===== config.mk =====
export PLATFORM = sky130hd
export DESIGN_NAME = flit_injector
export DESIGN_NICKNAME = d
export VERILOG_FILES = /design/src/rtl/noc_pkg.sv /design/src/rtl/flit_fifo.sv /design/src/rtl/flit_injector.sv
export SDC_FILE = /design/constraint.sdc
export NUM_CORES = 1
export LEC_CHECK = 0
export CAP_MARGIN = 5
export CORE_AREA = 3 3 113 115
export DETAILED_ROUTE_END_ITERATION = 6
export DIE_AREA = 0 0 116 118
export PLACE_DENSITY = 0.84
export REMOVE_ABC_BUFFERS = 1
export SLEW_MARGIN = 20
export SYNTH_ARGS = -nofsm -noshare
export SYNTH_HDL_FRONTEND = slang
export SYNTH_SLANG_ARGS = --single-unit

===== constraint.sdc =====
create_clock -name clk -period 2.76 [get_ports clk]
set_clock_uncertainty 0.05 [all_clocks]
set_input_delay 0.276 -clock clk [delete_from_list [all_inputs] [get_ports clk]]
set_output_delay 0.276 -clock clk [all_outputs]
set_load 0.02 [all_outputs]

===== src/rtl/noc_pkg.sv =====
// noc_pkg: flit layout and credit sizing shared by the NoC link-layer blocks (rev 1.0).
`default_nettype none

`ifndef FLIT_DATA_WIDTH
`define FLIT_DATA_WIDTH 32
`endif

package noc_pkg;

  localparam int FLIT_DATA_WIDTH = `FLIT_DATA_WIDTH;
  localparam int MESH_ROUTERS    = 16;
  localparam int MESH_ID_BITS    = $clog2(MESH_ROUTERS);

  typedef struct packed {
    logic [MESH_ID_BITS-1:0]                 dest;
    logic [FLIT_DATA_WIDTH-MESH_ID_BITS-1:0] payload;
  } flit_t;

  // Width needed to hold every credit value from 0 to num_vc inclusive.
  function automatic int credit_width(input int num_vc);
    return $clog2(num_vc + 1);
  endfunction

endpackage

`default_nettype wire


===== src/rtl/flit_fifo.sv =====
// flit_fifo: synchronous FIFO with a registered array and extra-bit wrap pointers (rev 1.0).
`default_nettype none

module flit_fifo #(
  parameter int WIDTH = 32,
  parameter int DEPTH = 4
) (
  input  logic             clk,
  input  logic             reset,
  input  logic             push,
  input  logic [WIDTH-1:0] push_data,
  input  logic             pop,
  output logic [WIDTH-1:0] head_data,
  output logic             full,
  output logic             empty
);

  localparam int AW = $clog2(DEPTH);

  logic [AW:0]      wr_ptr_q, wr_ptr_d;
  logic [AW:0]      rd_ptr_q, rd_ptr_d;
  logic [WIDTH-1:0] mem_q [DEPTH];
  logic [WIDTH-1:0] mem_d [DEPTH];

  always_comb begin
    mem_d    = mem_q;
    wr_ptr_d = wr_ptr_q;
    rd_ptr_d = rd_ptr_q;
    if (push && !full) begin
      mem_d[wr_ptr_q[AW-1:0]] = push_data;
      wr_ptr_d = wr_ptr_q + (AW+1)'(1);
    end
    if (pop && !empty) begin
      rd_ptr_d = rd_ptr_q + (AW+1)'(1);
    end
  end

  // Same index with differing wrap bits means the writer is a full lap ahead.
  assign full      = (wr_ptr_q[AW] != rd_ptr_q[AW]) && (wr_ptr_q[AW-1:0] == rd_ptr_q[AW-1:0]);
  assign empty     = (wr_ptr_q == rd_ptr_q);
  assign head_data = mem_q[rd_ptr_q[AW-1:0]];

  always_ff @(posedge clk) begin
    if (!reset) begin
      wr_ptr_q <= '0;
      rd_ptr_q <= '0;
    end else begin
      wr_ptr_q <= wr_ptr_d;
      rd_ptr_q <= rd_ptr_d;
    end
  end

  always_ff @(posedge clk) begin
    mem_q <= mem_d;
  end

endmodule

`default_nettype wire


===== src/rtl/flit_injector.sv =====
// flit_injector: credit-based flit transmitter feeding one router input port (rev 1.0).
`default_nettype none

module flit_injector
  import noc_pkg::*;
#(
  parameter int NUM_VC         = 4,
  parameter int NUM_ROUTERS    = 16,
  parameter int FIFO_DEPTH     = 4,
  parameter int ROUTER_ID_BITS = $clog2(NUM_ROUTERS),
  parameter int CRED_BITS      = credit_width(NUM_VC)
) (
  input  logic                                      clk,
  input  logic                                      reset,
  input  logic                                      core_valid,
  output logic                                      core_ready,
  input  logic [ROUTER_ID_BITS-1:0]                 core_dest,
  input  logic [FLIT_DATA_WIDTH-ROUTER_ID_BITS-1:0] core_payload,
  input  logic                                      credit_in,
  output logic [FLIT_DATA_WIDTH-1:0]                out_data,
  output logic                                      out_valid,
  output logic [CRED_BITS-1:0]                      credit_count,
  output logic                                      credit_err,
  output logic [7:0]                                drop_count
);

  localparam logic [ROUTER_ID_BITS:0] DEST_LIMIT = (ROUTER_ID_BITS+1)'(NUM_ROUTERS);
  localparam logic [CRED_BITS-1:0]    CRED_MAX   = CRED_BITS'(NUM_VC);

  logic                       fifo_full, fifo_empty;
  logic [FLIT_DATA_WIDTH-1:0] head_data;
  logic                       accept, dest_illegal, push, pop;

  logic [CRED_BITS-1:0]       credit_q, credit_d;
  logic                       credit_err_q, credit_err_d;
  logic [7:0]                 drop_q, drop_d;
  logic                       out_valid_q, out_valid_d;
  logic [FLIT_DATA_WIDTH-1:0] out_data_q, out_data_d;

  flit_fifo #(
    .WIDTH (FLIT_DATA_WIDTH),
    .DEPTH (FIFO_DEPTH)
  ) u_fifo (
    .clk       (clk),
    .reset     (reset),
    .push      (push),
    .push_data ({core_dest, core_payload}),
    .pop       (pop),
    .head_data (head_data),
    .full      (fifo_full),
    .empty     (fifo_empty)
  );

  always_comb begin
    core_ready   = !fifo_full;
    accept       = core_valid && !fifo_full;
    dest_illegal = ({1'b0, core_dest} >= DEST_LIMIT);
    push         = accept && !dest_illegal;
    // Pop eligibility uses the registered count; a credit arriving now only counts next edge.
    pop          = !fifo_empty && (credit_q != '0);

    out_valid_d  = pop;
    out_data_d   = pop ? head_data : out_data_q;

    credit_d     = credit_q;
    credit_err_d = credit_err_q;
    if (credit_in && !pop) begin
      if (credit_q == CRED_MAX) begin
        credit_err_d = 1'b1;
      end else begin
        credit_d = credit_q + CRED_BITS'(1);
      end
    end else if (!credit_in && pop) begin
      credit_d = credit_q - CRED_BITS'(1);
    end

    drop_d = drop_q;
    if (accept && dest_illegal && (drop_q != 8'hFF)) begin
      drop_d = drop_q + 8'd1;
    end
  end

  always_ff @(posedge clk) begin
    if (!reset) begin
      credit_q     <= CRED_MAX;
      credit_err_q <= 1'b0;
      drop_q       <= '0;
      out_valid_q  <= 1'b0;
      out_data_q   <= '0;
    end else begin
      credit_q     <= credit_d;
      credit_err_q <= credit_err_d;
      drop_q       <= drop_d;
      out_valid_q  <= out_valid_d;
      out_data_q   <= out_data_d;
    end
  end

  assign out_data     = out_data_q;
  assign out_valid    = out_valid_q;
  assign credit_count = credit_q;
  assign credit_err   = credit_err_q;
  assign drop_count   = drop_q;

endmodule

`default_nettype wire


==> results of run 1 <==
[worst register-to-register path, cell delays in order, from the launching register on]
cell and delay [ns]:
dfxtp_1 0.46, xor2_2 0.37, o31ai_4 0.11, nand2_1 0.10, fa_1 0.23, nand2_1 0.07
or4_1 0.44, o41a_1 0.15, o221ai_2 0.16
[logic make-up after synthesis]
logic type,count (synthesis)
AO/OA/AOI/OAI,47
adder cells (fa/ha/maj),6
multiplexers,33
flip-flops,171
other,1
AND/OR/NAND/NOR,97
buffers and inverters,33
XOR/XNOR,8
[cells in the mapped netlist (2+ instances only)]
library cell	count	share of area [%]
buf_4	16	1.8
a21oi_1	35	2.7
nand2_1	72	4.2
xnor2_1	4	0.54
buf_6	2	0.35
inv_1	4	0.23
edfxtp_1	128	59
o21ai_1	2	0.15
xor2_2	3	0.75
clkbuf_1	6	0.35
nor2_1	8	0.46
nand2b_1	2	0.19
o31a_1	2	0.27
mux4_2	32	11
ha_1	5	0.96
dfxtp_1	43	13
buf_2	4	0.31
and2_1	4	0.38
o21ai_0	2	0.15
or3_1	3	0.29
[through the flow]
stage	total power (W)	instances	setup WS, ns	util [%]	cell area, sq um
6_report	0.008478	639	0.3892	67.35	8023
5_1_grt	0.008881	639	0.2679	67.35	8023
4_1_cts	0.008554	639	0.3524	67.35	8023
3_5_place_dp	0.006072	607	0.5858	62.10	7397
3_3_place_gp	0.005974	607	0.6504	62.10	7397
2_1_floorplan	0.004983	374	-1.788	-	6342
[layout make-up]
cell class                      instances  area, sq um  area share [%]
Clock buffer                           25        515.5           6.425
Clock inverter                          7        110.1           1.372
Inverter                                4        15.01          0.1871
Multi-Input combinational cell        199         1638           20.41
Sequential cell                       171         4707           58.67
Tap cell                              147        183.9           2.293
Timing Repair Buffer                   86        853.3           10.64
[layer usage]
| layer | track usage [%] | wire [um] | up-vias |
|---|---|---|---|
| met1 | 25.33 | 5073 | 1791 |
| met2 | 31.37 | 6378 | 130 |
| met3 | 5.553 | 841 | 23 |
| met5 | 0 | 0 | - |
| li1 | - | - | 1636 |
| met4 | 7.397 | 182 | 0 |
[final timing paths]
path / start / to / slack [ns] / depth (start not counted)
hold reg to reg: out_data[28]$_SDFFE_PN0P_ / out_data[28]$_SDFFE_PN0P_ / 0.40 / 2
hold / removal: out_data[28]$_SDFFE_PN0P_ / out_data[28]$_SDFFE_PN0P_ / 0.40 / 2
setup / recovery: u_fifo.wr_ptr_q[1]$_SDFFE_PN0P_ / core_ready / 0.39 / 3
setup reg to reg: u_fifo.wr_ptr_q[1]$_SDFFE_PN0P_ / credit_count[2]$_SDFFE_PN1P_ / 0.55 / 8
[power groups by stage]
stage | Sequential, W | Clock (W) | Combinational (W)
floorplan | 0.00383 | 0 | 0.00116
global placement | 0.00339 | 0 | 0.00259
detailed placement | 0.00342 | 0 | 0.00266
CTS | 0.00337 | 0.00250 | 0.00268
global route | 0.00340 | 0.00260 | 0.00288
finish | 0.00337 | 0.00246 | 0.00265
[sequential cells by signal, indices dropped and copies added (netlist names)]
name	flops
u_fifo.mem_q	128
out_data	32
credit_count	3
u_fifo.rd_ptr_q	3
u_fifo.wr_ptr_q	3
credit_err	1
out_valid	1
[placed cells by master (no fill, tap or decap), types with 2 or more instances in the layout]
master             n
clkbuf_8           6
mux4_2            32
clkbuf_1           2
bufinv_16          3
a21oi_1           35
xnor2_1            4
inv_1              4
ha_1               5
or3_1              3
buf_12             2
nor2_1             8
dfxtp_1           41
nand2_1           72
buf_4             11
o21ai_0            2
clkdlybuf4s50_1   73
clkinv_2           4
clkbuf_16         17
conb_1             8
o21ai_1            2
dfxtp_2            2
and2_2             4
edfxtp_1         128
nand2b_1           2
xor2_2             3
==> results.md, run 1 <==
* Final Cycle Share at 85.90%
* CTS tree: built
* Synth Area per Inst at 16.43 sq um
* Clock power share at 29.0%
* Post-Route WL at 12480 um
* Post-synth EDFFs at 128
* Post-DP HPWL at 7487 um
* Syn Inst Count at 396
* Port bufs at 73
* Post-synthesis adder-cell area fraction at 1.269%
* Clock latency on the worst-skew pair at around 0.42 ns
* Cell Chain, Critical Path: xor2_2 -> or3_1 -> clkdlybuf4s50_1
* Grt ovf at 0
* Post-Syn Area at 6505 sq um
* Crit path DAT at 2.04 ns
* DR WL/cell at 19.52 um
* Layout cells sized above 1 at 17.89%
* Crit-path slowest cell: clkdlybuf4s50_1
* Global-route usage over all layers at between 15 and 20%
* First-pass detailed-route iteration total at 5
* Req. time, crit path at 2.43 ns
* Core area at 11910 sq um
* Mux cell area share after synthesis at 11.23%
* NetSw at 0.002584 W
* Peak supply drop at 0.0006691 V
* Antenna cells at 0
* Final Hold Viols at 0
* Period minus WS final at ~2.4 ns
* Clock Sinks at 171
* Die height at 118 um
* Crit path buffers/inverters at 1
* GP Congestion at 0.7966
* Antenna violations before repair at 0
* Post-synth ARST share at 0%
* H-tree levels at 4
* RSZ-0062 raised after global routing: false
* YS warnings at 0
* Synth Area in Compound Gates at 4.232%
* Part of the power in registers at between 30% and 40%
* Worst setup EP type: output port
* # setup viols final at 0
* Clock transition at path regs at 0.06 ns
* XOR/XNOR Fraction of Synth Area at 1.423%
* Sw Ratio at 30.48%
* Max Buffers Root-to-Sink at 2
* Cell Int Power at 0.005893 W
* Root buffer cell: clkbuf_16
* Max Slew Vio Count at 0
* Row count at 40
* Initial Util at a little over half
* Top FF cell, synth: edfxtp_1
* Number of global-route vias before repair at 3719
* Max incr delay on CP at 0.61 ns
* Worst Tran Pin Value at 0.7020 ns
* Power per cell area at 1057 nW/um^2
* Post-synthesis sequential area ratio at 72.32%
* Cts hold-fix bufs at 0
* Post-layout nets at 521
* First-pass GRT wire length at 19730 um
* Die W at between 100 and 150 um
* Relative slew margins at 53.15%
* Comb pwr share at 31.3%
* Post-Synth Simple-Gate Area at 6.328%
* Boundary Pins at 82
* Yosys cell types at 39
* P&R area growth vs syn at 23.33%
* Die area at 13690 sq um
* DRT iter0 DRCs at 336
* CP Class: reg -> out
* Resized Gates After CTS at 0
* Yosys reg bits at 171
* Worst hold margin at 0.4022 ns
* Pin count of the biggest net entering global routing at 38
* Drt drc at 0
* Outcome: complete, no violations
* Count of filler cells inserted in the layout at 780
* Top delay family on crit path: buffers and inverters
* Main combinational cell family by area after synthesis: multiplexers
* Post-CTS Setup Bufs at 0
* TritonCTS Buffers at 17
* Leak at 2.719 nW
* MaxCap Viol Count at 0
* Crit path max fanout at 7
* Critical Path Start Type: flip-flop
* Via Count at around 3600
* Setup tns final at 0 ns
* Vias per inst at 5.603
* Post-DRT Antenna Nets at 0
* Worst Hold Class: reg -> reg
* Fmax at 421.8 MHz
Note: power is estimated with default switching activity, not from simulation.
==> run 2: changes to the inputs <==
GPL_ROUTABILITY_DRIVEN = 1   (was not set)
==> results of run 2 <==
Same layout as run 1: the final DEF is identical, and so are final timing and power.
